**src/rtl/pipe_pkg.sv**
```systemverilog
// pipe_pkg: shared state encoding, EX/MEM bundle layout and datapath source select for pipe_stage_reg
package pipe_pkg;
    localparam logic [1:0] ST_EMPTY = 2'd0;
    localparam logic [1:0] ST_HALF  = 2'd1;
    localparam logic [1:0] ST_FULL  = 2'd2;
    localparam int PIPE_EM_W     = 128;
    localparam int EM_FIELD_W    = 32;
    localparam int EM_ALUOUT_LSB = 96;
    localparam int EM_WDATA_LSB  = 64;
    localparam int EM_PC_LSB     = 32;
    localparam int EM_INSTR_LSB  = 0;
    typedef enum logic [1:0] {SRC_HOLD, SRC_IN, SRC_SKID, SRC_BUBBLE} main_src_e;
endpackage

```
**src/rtl/pipe_stage_ctrl.sv**
```systemverilog
// pipe_stage_ctrl: handshake FSM, in_ready/level and main/skid load selects; PIPE_SKID_EN adds the FULL state
module pipe_stage_ctrl import pipe_pkg::*; (
    input  logic       clk,
    input  logic       reset,
    input  logic       flush,
    input  logic       in_valid,
    input  logic       out_ready,
    output logic       in_ready,
    output logic       out_valid,
    output logic [1:0] level,
`ifdef PIPE_SKID_EN
    output logic       skid_load,
`endif
    output main_src_e  main_src
);
    logic [1:0] state_q, state_d;
    logic       in_fire, out_fire;
    assign out_valid = state_q != ST_EMPTY;
    assign level     = state_q;
    assign in_fire   = in_valid & in_ready;
    assign out_fire  = out_valid & out_ready;
`ifdef PIPE_SKID_EN
    logic in_ready_q;
    assign in_ready = in_ready_q;
    always_ff @(posedge clk or negedge reset) begin
        if (!reset) begin
            state_q    <= ST_EMPTY;
            in_ready_q <= 1'b1;
        end else begin
            state_q    <= state_d;
            in_ready_q <= state_d != ST_FULL;
        end
    end
    always_comb begin
        state_d   = state_q;
        main_src  = SRC_HOLD;
        skid_load = 1'b0;
        if (flush) begin
            state_d  = ST_EMPTY;
            main_src = SRC_BUBBLE;
        end else begin
            case (state_q)
                ST_EMPTY: if (in_fire) begin
                    state_d  = ST_HALF;
                    main_src = SRC_IN;
                end
                ST_HALF: if (in_fire && out_ready) begin
                    main_src = SRC_IN;
                end else if (in_fire) begin
                    skid_load = 1'b1;
                    state_d   = ST_FULL;
                end else if (out_fire) begin
                    main_src = SRC_BUBBLE;
                    state_d  = ST_EMPTY;
                end
                // in_ready is low here, so only the downstream side can move
                ST_FULL: if (out_fire) begin
                    main_src = SRC_SKID;
                    state_d  = ST_HALF;
                end
                default: state_d = ST_EMPTY;
            endcase
        end
    end
`else
    assign in_ready = ~out_valid | out_ready;
    always_ff @(posedge clk or negedge reset) begin
        if (!reset) state_q <= ST_EMPTY;
        else        state_q <= state_d;
    end
    always_comb begin
        state_d  = state_q;
        main_src = SRC_HOLD;
        if (flush) begin
            state_d  = ST_EMPTY;
            main_src = SRC_BUBBLE;
        end else if (in_fire) begin
            state_d  = ST_HALF;
            main_src = SRC_IN;
        end else if (out_fire) begin
            state_d  = ST_EMPTY;
            main_src = SRC_BUBBLE;
        end
    end
`endif
endmodule

```
**src/rtl/pipe_stage_reg.sv**
```systemverilog
// pipe_stage_reg: valid/ready pipeline stage register with stall, flush-to-bubble and level; PIPE_SKID_EN adds a 2-entry skid
module pipe_stage_reg import pipe_pkg::*; #(
    parameter int                DATA_W     = PIPE_EM_W,
    parameter logic [DATA_W-1:0] BUBBLE_VAL = '0
) (
    input  logic              clk,
    input  logic              reset,
    input  logic              flush,
    input  logic              in_valid,
    output logic              in_ready,
    input  logic [DATA_W-1:0] in_data,
    output logic              out_valid,
    input  logic              out_ready,
    output logic [DATA_W-1:0] out_data,
    output logic [1:0]        level
);
    main_src_e         main_src;
    logic [DATA_W-1:0] main_q, skid_q;
`ifdef PIPE_SKID_EN
    logic skid_load;
    always_ff @(posedge clk or negedge reset) begin
        if (!reset)         skid_q <= BUBBLE_VAL;
        else if (flush)     skid_q <= BUBBLE_VAL;
        else if (skid_load) skid_q <= in_data;
    end
`else
    assign skid_q = BUBBLE_VAL;
`endif
    pipe_stage_ctrl u_ctrl (
        .clk       (clk),
        .reset     (reset),
        .flush     (flush),
        .in_valid  (in_valid),
        .out_ready (out_ready),
        .in_ready  (in_ready),
        .out_valid (out_valid),
        .level     (level),
`ifdef PIPE_SKID_EN
        .skid_load (skid_load),
`endif
        .main_src  (main_src)
    );
    always_ff @(posedge clk or negedge reset) begin
        if (!reset)                   main_q <= BUBBLE_VAL;
        else if (main_src != SRC_HOLD) main_q <= main_src == SRC_IN   ? in_data :
                                                 main_src == SRC_SKID ? skid_q  : BUBBLE_VAL;
    end
    assign out_data = main_q;
endmodule
```
**config.mk**
```make
export PLATFORM = sky130hd
export DESIGN_NAME = pipe_stage_reg
export DESIGN_NICKNAME = d
export VERILOG_FILES = /design/src/rtl/pipe_pkg.sv /design/src/rtl/pipe_stage_ctrl.sv /design/src/rtl/pipe_stage_reg.sv
export SDC_FILE = /design/constraint.sdc
export NUM_CORES = 1
export LEC_CHECK = 0
export BUFFER_PORTS_ARGS = -buffer_cell sky130_fd_sc_hd__buf_2
export CAP_MARGIN = 15
export CORE_ASPECT_RATIO = 1.25
export CORE_MARGIN = 8
export CORE_UTILIZATION = 35
export DETAILED_ROUTE_END_ITERATION = 10
export SKIP_LAST_GASP = 1
export SYNTH_ARGS = -nofsm -noshare
export SYNTH_HDL_FRONTEND = slang
export SYNTH_SLANG_ARGS = --single-unit
```
**constraint.sdc**
```tcl
create_clock -name clk -period 3.2 [get_ports clk]
set_clock_uncertainty 0.05 [all_clocks]
set_input_delay 0.64 -clock clk [delete_from_list [all_inputs] [get_ports clk]]
set_output_delay 0.64 -clock clk [all_outputs]
set_load 0.02 [all_outputs]
```
# Word-level counts from Yosys, hierarchy flattened
# Cells that the tools add are included.
[word_totals]
mem_bits_ro = 0
n_memories = 0
mem_bits_rw = 0
latchBits = 0
input_bits = 133
word_cells = 17
regBits = 130
out_inout_bits = 132
[op_classes]
add_sub_neg = 0
shift = 0
n_reduce_logical = 3
n_eq_ne = 1
magnitude_cmp = 0
muxes = 7
div_mod_pow = 0
bitwise_logic = 4
multipliers = 0
[op_table]
columns = ["operator", "n"]
rows = [
  ["$mux 128", 1],
  ["$mux 2", 6],
  ["$reduce_bool 2->1", 2],
  ["$reduce_bool 3->1", 1],
  ["$and 1x1->1", 2],
  ["$eq 2x1->1 const B", 1],
  ["$not 1->1", 1],
  ["$or 1x1->1", 1],
]

# Depth between registers and ports, before layout
[depth]
word_depth = 8
depth_mapped = 5
mapped_depth_nobuf = 2

# By module
# Synthesis repeated with hierarchy kept, for this count alone.
[hier_totals]
cells_unflattened = 423
hier_area_um2 = 5386.4
[modules_own_cells]
columns = ["mod", "cells_per_inst", "area_each_um2", "seq_area_each_um2", "n_inst"]
rows = [
  ["pipe_stage_reg", 412, 5292.6, 3203.1, 1],
  ["pipe_stage_ctrl", 11, 93.8, 25.0, 1],
]

# Worst setup path before layout
# Ideal clock, no wire load.
[synth_timing]
kind = "in2out"
from = "input port out_ready"
to = "output port in_ready"
t_arrival_ps = 1078
cell_stages = 2
path_buffers = 1
t_required_ps = 2510
slack_ps = 1432
path_cell_list = "clkbuf_1 nand2b_1"
[synth_between]
elab_chain_cells = 1
[synth_rtl]
columns = ["item", "line_no", "source"]
rows = [
  ["from (decl)", "pipe_stage_reg.sv:13", "input logic out_ready,"],
  ["$or 1x1->1", "pipe_stage_ctrl.sv:66", "assign in_ready = ~out_valid | out_ready;"],
  ["to (decl)", "pipe_stage_reg.sv:10", "output logic in_ready,"],
]
# Every way passes these cells.

# Worst setup path after layout
[layout_timing]
from = "register u_ctrl.state_q[0] (netlist: u_ctrl.level[0])"
to = "output port in_ready"
[layout_between]
elab_chain_cells = 3
[layout_rtl]
columns = ["item", "line_no", "source"]
rows = [
  ["from (decl)", "pipe_stage_ctrl.sv:16", "logic [1:0] state_q, state_d;"],
  ["from (signal assigned)", "pipe_stage_ctrl.sv:69", "else state_q <= state_d;"],
  ["$reduce_bool 2->1", "pipe_stage_ctrl.sv:18", "assign out_valid = state_q != ST_EMPTY;"],
  ["$not 1->1", "pipe_stage_ctrl.sv:66", ""],
  ["$or 1x1->1", "pipe_stage_ctrl.sv:66", ""],
]
# Every way passes these cells.

==> results.txt <==
Final Max Tran Viols = 0
Final Instance Area = 0.0101 mm²
Clk Latency, worst-skew pair = 410 ps
CTS tree = yes
Worst hold slack = 87.3 ps
Min-delay worst type = in2async
Reg-to-reg startpoint = u_ctrl.level[0]$_DFFE_PN0P_
Unrepaired setup endpoints after global routing = no
Drt initial violations = 506
Ant. Diodes = 0
DR DRC count = 0
DR vias/cell = 5.81
Post-route antenna net violation count = 0
Clock Pin Slew Worst Setup and Hold Paths = 60 ps
Arrival @ worst endpoint = 1250 ps
Setup violators final = 0
Area Overhead vs Synth = 22.2%
Worst r2r path cells = 3
Rows = 62
Register Area = 0.00323 mm²
Placed cell areas = 0.00952 mm²
Max_cap viols = 0
Ys Warns = 0
Share of cells above drive strength 1 = 32.8%
HPWL Detailed = 16.6 mm
Crit Reg-Reg Endpoint = out_data[112]$_DFFE_PN0P_
CTS Hold Buffers Added = 0
DR pass1 iterations = 5
Core Area = 0.0230 mm²
Mapped cell area = 0.00823 mm²
Required @ worst endpoint = 2510 ps
Power per cell area = 472 mW/mm²
Sequential area share after synthesis = 39.2%
Avg Cell Area, Syn = 11.0 µm²
CP Class = reg2out
Multi-input logic area = 0.00436 mm²
PortBufs = 263
Die width = 153 µm
First-pass GRT wire length = 42.1 mm
Status = finished clean
Clk sink count = 129
Yosys reg bits = 129
CP startpoint = u_ctrl.level[0]$_DFFE_PN0P_
Lkg Pwr = 4.79 nW
Distinct cell type count after synthesis = 18
Drt total wl = 25.9 mm
GP Congestion = 0.733
Root Buffer = clkbuf_16
Setup bufs post-CTS = 0
Measured slew at the worst slew-check pin = 773 ps
Slew HR = 48.5%
Reg2Reg Setup Slack = 1400 ps
I/O Pins = 265
Final Hold Viols = 0
CP startpoint kind = flip-flop
Die Ht = 187 µm
CP endpoint kind = output pin
CP Max Fanout = 11
Gr usage total = 17.7%
Via count = 7256
Grt total ovfl = 0
Final min period = 1940 ps
Pin count of the biggest net entering global routing = 77
Filler Cells Inserted = 2204
H-tree Lvls = 4
Number of global-route vias before repair = 7458
Final Cycle Share = 60.5%
VDD IR max = 0.347 mV
Clock buffer depth = 2
Post_cts resized = 0
Setup TNS = 0 ps
Antenna violations before repair = 1
Wire length per cell = 20.8 µm
Synth Instances = 748
Syn_nets = 881
DIE AREA = 0.0287 mm²
Nets = 1080
Worst setup path end = in_ready
Initial Utilization = 35.7%
Fmax = 517 MHz
Num CTS Buffers = 17
==> worst min path at each step <==
stage | depth (start not counted) | slack, ps | endpoint | startpoint
finish | 1 | 90 | out_data[66]$_DFFE_PN0P_ | reset
global route | 1 | 90 | out_data[66]$_DFFE_PN0P_ | reset
CTS | 1 | 80 | out_data[66]$_DFFE_PN0P_ | reset
detailed placement | 2 | 510 | out_data[98]$_DFFE_PN0P_ | out_data[98]$_DFFE_PN0P_
global placement | 2 | 500 | out_data[30]$_DFFE_PN0P_ | out_data[30]$_DFFE_PN0P_
floorplan | 0 | 290 | out_data[0]$_DFFE_PN0P_ | reset
==> synthesized netlist by cell type <==
master / number / area share, %
or4bb_1: 10 / 1.4
conb_1: 1 / 0.046
buf_4: 5 / 0.46
nand2_1: 128 / 5.8
a21oi_1: 1 / 0.061
dfrtp_1: 129 / 39
buf_1: 8 / 0.36
mux2i_1: 128 / 16
buf_2: 46 / 2.8
nand2b_1: 2 / 0.15
clkbuf_2: 1 / 0.061
buf_12: 11 / 2.7
or2_1: 1 / 0.076
o221ai_1: 128 / 14
clkbuf_1: 28 / 1.3
inv_1: 1 / 0.046
buf_6: 2 / 0.27
nand4bb_1: 118 / 16
==> layout by cell type (no fill, tap or decap) <==
master,synthesis,final
dfrtp_4,0,1
clkbuf_1,28,1
a21oi_1,1,1
mux2i_1,128,128
inv_1,1,1
conb_1,1,1
nand2_1,128,128
o221ai_1,128,128
buf_8,0,1
inv_6,0,2
or4bb_1,10,10
or2_4,0,1
dfrtp_1,129,128
buf_12,11,8
buf_2,46,261
clkinv_4,0,6
clkbuf_16,0,17
clkinv_2,0,1
buf_4,5,11
clkinvlp_4,0,5
nand4bb_1,118,118
nand2b_1,2,1
nand2b_4,0,1
==> per-stage QoR <==
| step | power [mW] | utilization, % | setup slack, ps | instances |
|---|---|---|---|---|
| 6_report | 4.75 | 43.7 | 1260 | 1248 |
| 5_1_grt | 4.98 | 43.7 | 1180 | 1248 |
| 4_1_cts | 4.82 | 43.7 | 1230 | 1248 |
| 3_5_place_dp | 2.97 | 41.3 | 1090 | 1216 |
| 3_3_place_gp | 2.96 | 41.3 | 1140 | 1216 |
| 2_1_floorplan | 2.56 | - | 1430 | 748 |
==> per-layer routing <==
layer  track usage [%]  vias up  routed length [µm]
li1                  -     3349                   -
met1              23.2     3629               11500
met2              27.5      259               12100
met3              5.48       17                2060
met4              4.73        2                 245
met5                 0        -                  12
==> area by class of cell <==
cell class,instances,share of cell area (%)
tap,288,3.58
clock inverter,14,1.12
sequential,129,32.1
inverter,1,0.0373
clock buffer,18,4.26
timing repair buffer,281,15.5
multi-input combinational,517,43.3
==> cell families after synthesis <==
group / after synthesis / synth area share (%)
other: 1 / 0.0455
AND/OR/NAND/NOR: 259 / 23.6
buffers and inverters: 102 / 7.95
flip-flops: 129 / 39.2
multiplexers: 128 / 15.6
AO/OA/AOI/OAI: 129 / 13.7
==> state kept, by name, indices dropped and copies added (netlist names) <==
name          cells
out_data        128
u_ctrl.level      1
==> worst max-delay path, cell delays in order, from the launching register on <==
cell      delay [ps]
dfrtp_4          530
nand2b_1         120
buf_2            180
==> power by group <==
group | switching [mW] | total (mW) | internal (mW) | leakage, nW
clock network | 0.819 | 1.82 | 1.00 | 0.249
logic | 0.636 | 1.04 | 0.409 | 2.84
registers | 0.118 | 1.89 | 1.77 | 1.70
(Power assumes the default switching activity.)
